<file path="config.mk">
export PLATFORM = sky130hd
export DESIGN_NAME = player_input_arbiter
export DESIGN_NICKNAME = d
export VERILOG_FILES = /design/src/rtl/player_input_arbiter.sv
export SDC_FILE = /design/constraint.sdc
export NUM_CORES = 1
export LEC_CHECK = 0
export ABC_CLOCK_PERIOD_IN_PS = 2000
export CAP_MARGIN = 40
export CORE_UTILIZATION = 40
export DETAILED_ROUTE_END_ITERATION = 6
export PLACE_DENSITY = 0.61
export SETUP_SLACK_MARGIN = 0.05
export SYNTH_ARGS = -nofsm -noshare
export SYNTH_HDL_FRONTEND = slang
export SYNTH_SLANG_ARGS = --single-unit
export TNS_END_PERCENT = 1
</file>
<file path="constraint.sdc">
create_clock -name clk -period 2 [get_ports clk]
set_input_delay 0.6 -clock clk [delete_from_list [all_inputs] [get_ports clk]]
set_output_delay 0.6 -clock clk [all_outputs]
set_load 0.01 [all_outputs]
</file>
<file path="src/rtl/player_input_arbiter.sv">
// Buzzer front-end for four controllers: synchronizes all pins, debounces the buzz
// buttons, picks the first player to buzz and latches that player's answer byte.
module player_input_arbiter #(
   parameter int unsigned DEBOUNCE_CYCLES = 50000
) (
   input  logic        clk,
   input  logic        rst,
   input  logic [35:0] gpins,
   input  logic        clear,
   output logic [7:0]  playerInput,
   output logic        playerInputFlag,
   output logic [3:0]  firstPlayerFlag,
   output logic [3:0]  buttons
);

   localparam logic [15:0] DB_LAST = 16'(DEBOUNCE_CYCLES - 1);

   typedef enum logic [1:0] {
      ARMED        = 2'd0,
      LOCKED       = 2'd1,
      WAIT_RELEASE = 2'd2
   } state_t;

   logic [35:0]       meta_q, meta_d;
   logic [35:0]       sync_q, sync_d;
   logic [3:0][15:0]  cnt_q, cnt_d;
   logic [3:0]        db_q, db_d;
   logic [3:0]        db_prev_q, db_prev_d;

   logic [3:0]        btn_sync;
   logic [3:0][7:0]   sw_sync;
   logic [3:0]        press;
   logic [3:0]        win_onehot;
   logic [1:0]        win_idx;

   state_t            state_q;
   logic [7:0]        player_input_q;
   logic              flag_q;
   logic [3:0]        first_q;

   always_comb begin
      meta_d = gpins;
      sync_d = meta_q;
   end

   always_comb begin
      btn_sync = '0;
      sw_sync  = '0;
      for (int p = 0; p < 4; p++) begin
         btn_sync[p] = sync_q[9*p + 8];
         sw_sync[p]  = sync_q[9*p +: 8];
      end
   end

   // The counter only runs while the synced level disagrees with the debounced one,
   // so a single agreeing sample restarts the stability window.
   always_comb begin
      cnt_d     = cnt_q;
      db_d      = db_q;
      db_prev_d = db_q;
      for (int p = 0; p < 4; p++) begin
         if (btn_sync[p] == db_q[p]) begin
            cnt_d[p] = '0;
         end else if (cnt_q[p] == DB_LAST) begin
            db_d[p]  = btn_sync[p];
            cnt_d[p] = '0;
         end else begin
            cnt_d[p] = cnt_q[p] + 16'd1;
         end
      end
   end

   always_comb begin
      press      = db_q & ~db_prev_q;
      win_onehot = press & (~press + 4'd1);
      win_idx    = 2'd0;
      for (int p = 3; p >= 0; p--) begin
         if (press[p]) begin
            win_idx = 2'(p);
         end
      end
   end

   always_ff @(posedge clk or negedge rst) begin
      if (!rst) begin
         meta_q    <= '0;
         sync_q    <= '0;
         cnt_q     <= '0;
         db_q      <= '0;
         db_prev_q <= '0;
      end else begin
         meta_q    <= meta_d;
         sync_q    <= sync_d;
         cnt_q     <= cnt_d;
         db_q      <= db_d;
         db_prev_q <= db_prev_d;
      end
   end

   // Press events are only honoured in ARMED; WAIT_RELEASE keeps a still-held
   // button from winning again straight after a clear.
   always_ff @(posedge clk or negedge rst) begin
      if (!rst) begin
         state_q        <= ARMED;
         player_input_q <= '0;
         flag_q         <= 1'b0;
         first_q        <= '0;
      end else begin
         case (state_q)
            ARMED: begin
               if (|press) begin
                  first_q        <= win_onehot;
                  player_input_q <= sw_sync[win_idx];
                  flag_q         <= 1'b1;
                  state_q        <= LOCKED;
               end
            end
            LOCKED: begin
               if (clear) begin
                  first_q        <= '0;
                  player_input_q <= '0;
                  flag_q         <= 1'b0;
                  state_q        <= (|db_q) ? WAIT_RELEASE : ARMED;
               end
            end
            WAIT_RELEASE: begin
               if (db_q == 4'd0) begin
                  state_q <= ARMED;
               end
            end
            default: begin
               state_q <= ARMED;
            end
         endcase
      end
   end

   assign playerInput     = player_input_q;
   assign playerInputFlag = flag_q;
   assign firstPlayerFlag = first_q;
   assign buttons         = db_q;

endmodule

</file>
==> flow_summary.ini <==
[global_routing]
grt_usage = 0.1528
grt_first_pass_wirelength_um = 18590
antenna_found_initial = 0
grt-ovfl-total = 0
grt_max_degree = 55
grt_pass1_vias = 3898

[die]
die_w_um = 125.0
pin_count = 56
die_height_um = 125.0
fp-row-count = 44
die-area_um2 = 15610
start_util = 0.4129
fp.coreArea_um2 = 14640

[clock_network]
cts_buffer_depth = 2
cts_made_buffers = 17
cts_hold_buf = 0
clockRootBuffer = clkbuf_16
clkSlewWorstSetupHoldPaths_ns = 0.07
clkSinkCount = 159
insertion_delay_ns = 0.42
htreeDepth = 4
cts_tree = yes

[placement]
dp.cells = 752
gp_congestion = 0.7897
place_area_um2 = 6923
numPortBuffers = 55
hpwlAfterDp_um = 7570

[final_layout]
syn2layout_area_growth_pct = 24.46
final_nets = 630
layout_common_cells = dfrtp_1 (158), nor2_1 (79), nand2_1 (46), clkdlybuf4s50_1 (40), xnor2_1 (36)
nFillCells = 1306
instances_no_fill = 784
finalInstanceArea_um2 = 7526
drive_gt1_frac = 0.1067
antenna_cells = 0
final_common_cell = dfrtp_1

[power_and_ir_drop]
p_clk_frac = 0.477
p_int_w = 0.005347
peakVddDrop_uv = 651.7
p_sw_w = 0.001567
swShare = 0.2267
powerDensity_nw_per_um2 = 918.7
seqPwrFrac = 0.486
power_w = 0.006914
combPwrFrac = 0.037
p_leak_nw = 3.390

[worst_setup_path]
rr_endpoint = cnt_q[15]$_DFF_PN0_
r2r_start = cnt_q[12]$_DFF_PN0_
path_buf_inv = 1
end_kind = primary output
rrSetupSlack_ns = 0.27
cp-start-kind = register
crit_family = buffers and inverters
worstRegToRegCells = 6
slowest_stage = clkdlybuf4s50_1
crit_arrival_ns = 1.33
critPathMaxStageDelay_ns = 0.55
path_class = reg -> out
crit_path_max_fanout = 2
crit_path_cell_trace = clkdlybuf4s50_1
crit_required_ns = 1.40

[run]
max_cap_viol_count = 0

[synth]
syn-num-nets = 549
syn-cell-area_um2 = 6047
synthCells = 506
syn_avg_cell_area_um2 = 11.95
synth.distinct_cells = 36
ys_seq_elements = 159
yosys_warnings = 0
seq_area_frac_synth = 0.6580

[sta]
slew_headroom = 0.6519
rsz0062_at_grt = true
fin_setup_tns_ns = 0
period_share = 0.9638
post-route-min-period_ns = 1.928
hold_viol = 0
finalSetupViolCount = 0
worst_slew_pin_slew_ns = 0.5166
max_clock_freq_ghz = 0.5188
finalMaxSlewViolations = 0
skew_ns = 0.007906

[hold_path]
hold_path.class = in -> async

[status]
status = complete, but fails checks
violations = design-rule violations

[detailed_routing]
ant_nets = 0
vias_per_cell = 4.870
routed_wl_um = 10790
num_vias = 3818
drc_errors = 2
wl_per_cell_um = 13.76
drt_iter0_drc = 206
first_pass_iters = 7
==> cell type report <==
class | count | area, µm² | area share
tap | 184 | 230.2 | 0.03059
clock inverter | 15 | 191.4 | 0.02544
inverter | 6 | 22.52 | 0.002993
sequential | 159 | 3980 | 0.5288
clock buffer | 17 | 425.4 | 0.05653
multi-input combinational | 332 | 1984 | 0.2637
timing repair buffer | 71 | 691.9 | 0.09194
==> sequential cells by signal, summed over array words and instances (netlist names) <==
signal           count
cnt_q               64
meta_q              36
sync_q              36
playerInput          8
buttons              4
db_prev_q            4
firstPlayerFlag      4
state_q              2
playerInputFlag      1
==> stage by stage <==
step	hold slack, ns	worst slack [ns]	utilization
after detailed placement	0.3347	-0.04233	0.4727
after CTS	0.05796	0.05401	0.5138
after global routing	0.06195	0.02490	0.5139
after global placement	0.3357	-0.003546	0.4722
after floorplan	0.3044	0.4343	-
final	0.05888	0.07235	0.5139
==> how the worst max path moves through the flow <==
| stage | startpoint | endpoint | slack, ns | cells after the start |
|---|---|---|---|---|
| 2_1_floorplan | cnt_q[12]$_DFF_PN0_ | cnt_q[13]$_DFF_PN0_ | 0.43 | 7 |
| 3_3_place_gp | clear | firstPlayerFlag[3]$_DFFE_PN0P_ | -0.004 | 5 |
| 3_5_place_dp | clear | firstPlayerFlag[1]$_DFFE_PN0P_ | -0.04 | 6 |
| 4_1_cts | playerInput[5]$_DFFE_PN0P_ | playerInput[5] | 0.05 | 1 |
| 5_1_grt | playerInput[4]$_DFFE_PN0P_ | playerInput[4] | 0.02 | 1 |
| 6_report | playerInput[5]$_DFFE_PN0P_ | playerInput[5] | 0.07 | 1 |
==> logic make-up after synthesis <==
kind of cell / after synthesis / synth area share
muxes: 5 / 0.009310
buffers and inverters: 15 / 0.01428
xor gates and xnor gates: 59 / 0.08545
and+or+nand+nor: 229 / 0.1806
AOI/OAI and AO/OA: 35 / 0.04407
DFF: 159 / 0.6580
adders and majority gates: 4 / 0.008277
==> cell usage after synthesis <==
cell type  instances  share of area
mux2_2             5         0.0093
inv_1              6         0.0037
o21ai_0            9         0.0074
dfrtp_1          159           0.66
a21oi_1            4         0.0033
o41ai_2            1         0.0027
xor2_1            23          0.033
clkbuf_1           2         0.0012
nor4_2             1         0.0021
and3_1            27          0.028
nor2_1            80          0.050
nand2_1           46          0.029
or2_1              1         0.0010
a211oi_1           8         0.0099
a32o_1             3         0.0050
and2b_1            1         0.0012
xnor2_1           36          0.052
buf_2              5         0.0041
nand4_1           11          0.011
or3_1              1         0.0010
nor2_2             3         0.0031
o21ai_2            1         0.0014
nor3_1            14          0.012
nand2b_1           4         0.0041
ha_1               4         0.0083
nor2b_1            6         0.0062
or2_2              2         0.0021
nor3b_1            1         0.0012
nor4b_1            2         0.0029
and4_1             2         0.0029
nor4_1             6         0.0062
buf_6              1         0.0019
buf_12             1         0.0033
o22ai_1            1         0.0010
a221o_1            8          0.013
nand3_1           21          0.017
==> power groups by stage <==
stage | Sequential [W] | Combinational (W) | Clock [W]
after detailed placement | 0.00342 | 0.000263 | 0
after CTS | 0.00336 | 0.000262 | 0.00338
after floorplan | 0.00341 | 0.0000828 | 0
after global routing | 0.00337 | 0.000288 | 0.00353
after global placement | 0.00342 | 0.000255 | 0
final | 0.00336 | 0.000253 | 0.00330
==> repair_timing <==
action | 4_1_cts | 5_1_grt
gates resized for setup | 15 | 1
setup endpoints to repair | 14 | 4
setup buffers | 0 | 0
==> routing by layer <==
| layer | track usage | routed length (µm) | share of wire | vias to the layer above |
|---|---|---|---|---|
| li1 | - | - | - | 1881 |
| met1 | 0.1934 | 5022 | 0.47 | 1867 |
| met2 | 0.2495 | 5198 | 0.48 | 61 |
| met3 | 0.04878 | 431 | 0.040 | 9 |
| met4 | 0.05093 | 133 | 0.012 | 0 |
| met5 | 0 | 0 | 0 | - |
Note: power is estimated with default switching activity, not from simulation.
